## src/rtl/l2sw_tx_arbiter.sv

```systemverilog
// Frame-granular round-robin merge of two FWFT 72-bit frame FIFOs onto one tx read port.
// Also keeps saturating per-source frame counters and a sticky oversize flag.
module l2sw_tx_arbiter #(
    parameter int          CntWidth = 16,
    parameter logic [11:0] MaxWords = 12'd1200
) (
    input  logic                sys_clk,
    input  logic                sys_rst,
    input  logic [71:0]         in0_dout,
    input  logic                in0_empty,
    output logic                in0_rd_en,
    input  logic [71:0]         in1_dout,
    input  logic                in1_empty,
    output logic                in1_rd_en,
    output logic [71:0]         dout,
    output logic                empty,
    input  logic                rd_en,
    output logic [1:0]          grant,
    output logic [CntWidth-1:0] frm_cnt0,
    output logic [CntWidth-1:0] frm_cnt1,
    output logic                oversize
);

    typedef enum logic [1:0] {
        IDLE  = 2'd0,
        PASS0 = 2'd1,
        PASS1 = 2'd2
    } state_t;

    state_t      state;
    state_t      next_state;
    logic        rr;
    logic [11:0] word_cnt;
    logic        pop;
    logic        last_pop;

    always_ff @(posedge sys_clk) begin
        if (sys_rst) begin
            state <= IDLE;
            grant <= 2'b00;
        end else begin
            state <= next_state;
            grant <= {next_state == PASS1, next_state == PASS0};
        end
    end

    // In IDLE the rr pointer only breaks ties; a lone requester always wins.
    always_comb begin
        next_state = state;
        case (state)
            IDLE: begin
                if (!in0_empty && (in1_empty || !rr))
                    next_state = PASS0;
                else if (!in1_empty)
                    next_state = PASS1;
            end
            PASS0, PASS1: begin
                if (last_pop)
                    next_state = IDLE;
            end
            default: next_state = IDLE;
        endcase
    end

    always_comb begin
        dout      = 72'h0;
        empty     = 1'b1;
        in0_rd_en = 1'b0;
        in1_rd_en = 1'b0;
        case (state)
            PASS0: begin
                dout      = in0_dout;
                empty     = in0_empty;
                in0_rd_en = rd_en & ~in0_empty;
            end
            PASS1: begin
                dout      = in1_dout;
                empty     = in1_empty;
                in1_rd_en = rd_en & ~in1_empty;
            end
            default: begin
                dout      = 72'h0;
                empty     = 1'b1;
            end
        endcase
    end

    assign pop      = in0_rd_en | in1_rd_en;
    assign last_pop = pop && (dout[71:64] != 8'hff);

    // Word counter saturates so a runaway frame cannot wrap and clear the oversize test.
    always_ff @(posedge sys_clk) begin
        if (sys_rst) begin
            rr       <= 1'b0;
            word_cnt <= 12'd0;
            frm_cnt0 <= '0;
            frm_cnt1 <= '0;
            oversize <= 1'b0;
        end else begin
            if (pop && (({1'b0, word_cnt} + 13'd1) >= {1'b0, MaxWords}))
                oversize <= 1'b1;
            if (last_pop) begin
                word_cnt <= 12'd0;
                rr       <= (state == PASS0);
                if (state == PASS0 && frm_cnt0 != '1)
                    frm_cnt0 <= frm_cnt0 + CntWidth'(1);
                if (state == PASS1 && frm_cnt1 != '1)
                    frm_cnt1 <= frm_cnt1 + CntWidth'(1);
            end else if (pop && word_cnt != 12'hfff) begin
                word_cnt <= word_cnt + 12'd1;
            end
        end
    end

endmodule

```

## config.mk

```make
export PLATFORM = sky130hd
export DESIGN_NAME = l2sw_tx_arbiter
export DESIGN_NICKNAME = d
export VERILOG_FILES = /design/src/rtl/l2sw_tx_arbiter.sv
export SDC_FILE = /design/constraint.sdc
export NUM_CORES = 1
export LEC_CHECK = 0
export ABC_AREA = 0
export CAP_MARGIN = 20
export CORE_MARGIN = 3
export CORE_UTILIZATION = 34
export DETAILED_ROUTE_END_ITERATION = 12
export PLACE_DENSITY = 0.79
export SKIP_LAST_GASP = 1
export SYNTH_ARGS = -nofsm -noshare
export SYNTH_HDL_FRONTEND = slang
export SYNTH_SLANG_ARGS = --single-unit
export TNS_END_PERCENT = 100
```

## constraint.sdc

```tcl
create_clock -name sys_clk -period 2.01 [get_ports sys_clk]
set_input_delay 0.3015 -clock sys_clk [delete_from_list [all_inputs] [get_ports sys_clk]]
set_output_delay 0.3015 -clock sys_clk [all_outputs]
set_load 0.005 [all_outputs]
```

==> summary.md <==
| Metric | Value |
|---|---|
| Antenna violations before repair | 2 |
| Num rows | 38 |
| Worst-Skew Late Latency | 0.29 ns |
| Initial Utilization | 35.8% |
| Final setup viols | 93 |
| HPWL Detailed | 13,800 µm |
| Synthesis-to-layout area growth | 106% |
| Post-layout util | 73.9% |
| VDD IR-drop max | 0.311 mV |
| CTS Buf Count | 5 |
| Share of layout cells above drive strength 1 | 34.3% |
| Synthesized net count | 679 |
| Routability congestion estimate | 0.898 |
| Vias per cell | 5.81 |
| Avg WL per Cell | 20.9 µm |
| First-pass GRT wire length | 29,400 µm |
| Vias in the first global route | 5,487 |
| Synth cell types | 49 |
| Commonest cells after routing, fill and taps aside | clkdlybuf4s50_1 (194), nor2b_1 (73), buf_4 (60) |
| Clock Skew | 0.0110 ns |
| Input/output buffers | 258 |
| Final Cycle Share | 117% |
| Cts hold-fix bufs | 0 |
| DRT iter0 DRCs | 574 |
| Failing checks | negative setup slack |
| Hold Path Class | flop to flop |
| Commonest non-fill, non-tap cell in the layout | clkdlybuf4s50_1 |
| Max Freq | 0.424 GHz |
| H-tree depth | 2 |
| Post-synth EDFFs | 0 |
| Core region area | 11,100 µm² |
| Average size of a mapped cell | 7.62 µm² |
| Die W | 114 µm |
| Slew HR | 64.1% |
| Largest net degree at the start of global routing | 33 |
| Worst-Margin Slew | 0.539 ns |
| Post-synthesis cell area | 3990 µm² |
| Leak Pwr | 2.94 nW |
| P per Cell Area | 414 nW/µm² |
| Grt ovf | 0 |
| Clock transition at path regs | 0.07 ns |
| # IOs | 259 |
| Total track usage | 27.8% |
| M1 WL | 7840 µm |
| Status | finished with violations |
| Max-Cap Viols | 0 |
| Worst path arrival time | 2.53 ns |
| Startpoint Class | flop |
| Post-synth ARST share | 0% |
| Sequential element share of the synthesized area | 25.1% |
| Routed met2 length | 10,500 µm |
| Remaining DRCs | 0 |
| Setup TNS after final layout | -16.01 ns |
| DR vias | 5,732 |
| Maximum root-to-sink buffer count | 2 |
| RSZ-0062 raised after global routing | true |
| Crit path required time | 2.19 ns |
| CP max FO | 8 |
| Final WL | 20,600 µm |
| Top_reg_cell synth | dfxtp_1 |
| # clock sinks | 50 |
| Critical path endpoint category | flop |
| Die height | 114 µm |
| Highest Signal Layer | met4 |
| CTS root buf | clkbuf_16 |
| Pins Over Slew Limit | 0 |
| Met3 WL | 1410 µm |
| Antenna Nets Post-Route | 0 |
| CTS tree | built |
| #FFs+latches synth | 50 |
| Worst path setup slack after routing | -0.350 ns |
| Die area | 13,100 µm² |
| Final Hold Viols | 0 |
| Fin nets | 1,000 |
| First-pass DRT Iterations | 5 |
| Crit path time final | 2.36 ns |
| Worst Path Class, Setup | flop to flop |
| Yosys warnings | 0 |
| Cells after synthesis | 523 |
## final cells by class
class	count	area [µm²]
multi-input cells	411	3330
clock buffers	7	143
repair buffers	363	3500
clock inverters	1	5.00
fillers	774	2910
inverters	13	53.8
well taps	140	175
flip-flops and latches	50	1010
diodes	2	5.00
## sequential cells by signal (all words and copies together), names as in the netlist
| register | count |
|---|---|
| frm_cnt0 | 16 |
| frm_cnt1 | 16 |
| word_cnt | 12 |
| grant | 2 |
| state | 2 |
| oversize | 1 |
| rr | 1 |
## critical path, stage by stage, from the launching register on
cell and delay (ns):
dfxtp_4 0.35, buf_6 0.12, ha_4 0.21, buf_12 0.14, nand3_1 0.07, o211ai_1 0.14
a41o_4 0.39, buf_12 0.16, buf_16 0.14, buf_6 0.12, o31ai_2 0.30, a21oi_2 0.11
## synth_stat cells, types with 2 or more instances
cell type   n  share of area, %
nor2b_1    78                12
a22oi_1    76                14
dfxtp_1    50                25
clkbuf_1   35               3.3
a21oi_1    30               3.8
nand3_1    25               3.1
nor2_1     24               2.3
nand2_1    21               2.0
o31ai_1    21               4.0
or4_1      20               3.8
inv_1      13               1.2
xnor2_1    11               2.4
nand4_1     9               1.4
nor3_1      9               1.1
nor4_1      9               1.4
o21ai_0     9               1.1
and4_1      8               1.8
and2_1      7               1.1
ha_1        7               2.2
mux2_2      7               2.0
buf_2       6              0.75
or3_1       5              0.78
and3_1      4              0.63
buf_6       4               1.1
buf_1       3              0.28
o211ai_1    3              0.56
a41o_1      2              0.50
and2b_1     2              0.38
nand2b_1    2              0.31
nand4b_1    2              0.44
o22ai_1     2              0.31
o41ai_1     2              0.44
## timing repair
| item | in CTS | in global routing |
|---|---|---|
| buffers inserted | 25 | 26 |
| gates cloned | 7 | 0 |
| resized for setup | 230 | 140 |
| endpoints found under the setup margin | 124 | 124 |
| pin swaps | 35 | 33 |
## stage by stage
stage	hold slack [ns]	instance area (µm²)	std cells	power, mW	setup slack, ns
3_3_place_gp	0.440	7030	925	2.17	-0.336
2_1_floorplan	0.432	4050	523	1.51	0.00398
6_report	0.465	8220	987	3.40	-0.350
3_5_place_dp	0.451	7030	925	2.19	-0.414
5_1_grt	0.501	8220	987	3.52	-0.404
4_1_cts	0.461	7920	964	3.27	-0.283
## routing by layer
| metal | vias up | track usage (%) |
|---|---|---|
| met2 | 330 | 50.9 |
| met4 | 0 | 9.50 |
| li1 | 2610 | - |
| met5 | - | 0 |
| met3 | 62 | 4.18 |
| met1 | 2730 | 32.8 |
## final timing paths
| path | slack, ns | to | from | cells after the start |
|---|---|---|---|---|
| worst max-delay path | -0.35 | frm_cnt0[0] | state[1] | 11 |
| worst max register to register | -0.35 | frm_cnt0[0] | state[1] | 11 |
| worst min register to register | 0.47 | rr | rr | 2 |
| worst min-delay path | 0.47 | rr | rr | 2 |
## cell families after synthesis
group,Yosys count,synth area share (%)
mux,7,1.98
flops,50,25.1
xor+xnor,11,2.42
compound gates,157,27.7
buf+inv,62,6.87
fa+ha+maj,7,2.20
simple gates,229,33.7
## report_power, final
group	internal (mW)	switching, mW	leakage (nW)
Sequential	1.00	0.0134	0.405
Combinational	0.903	0.619	2.46
Clock	0.495	0.373	0.0739
(Power assumes the default switching activity.)
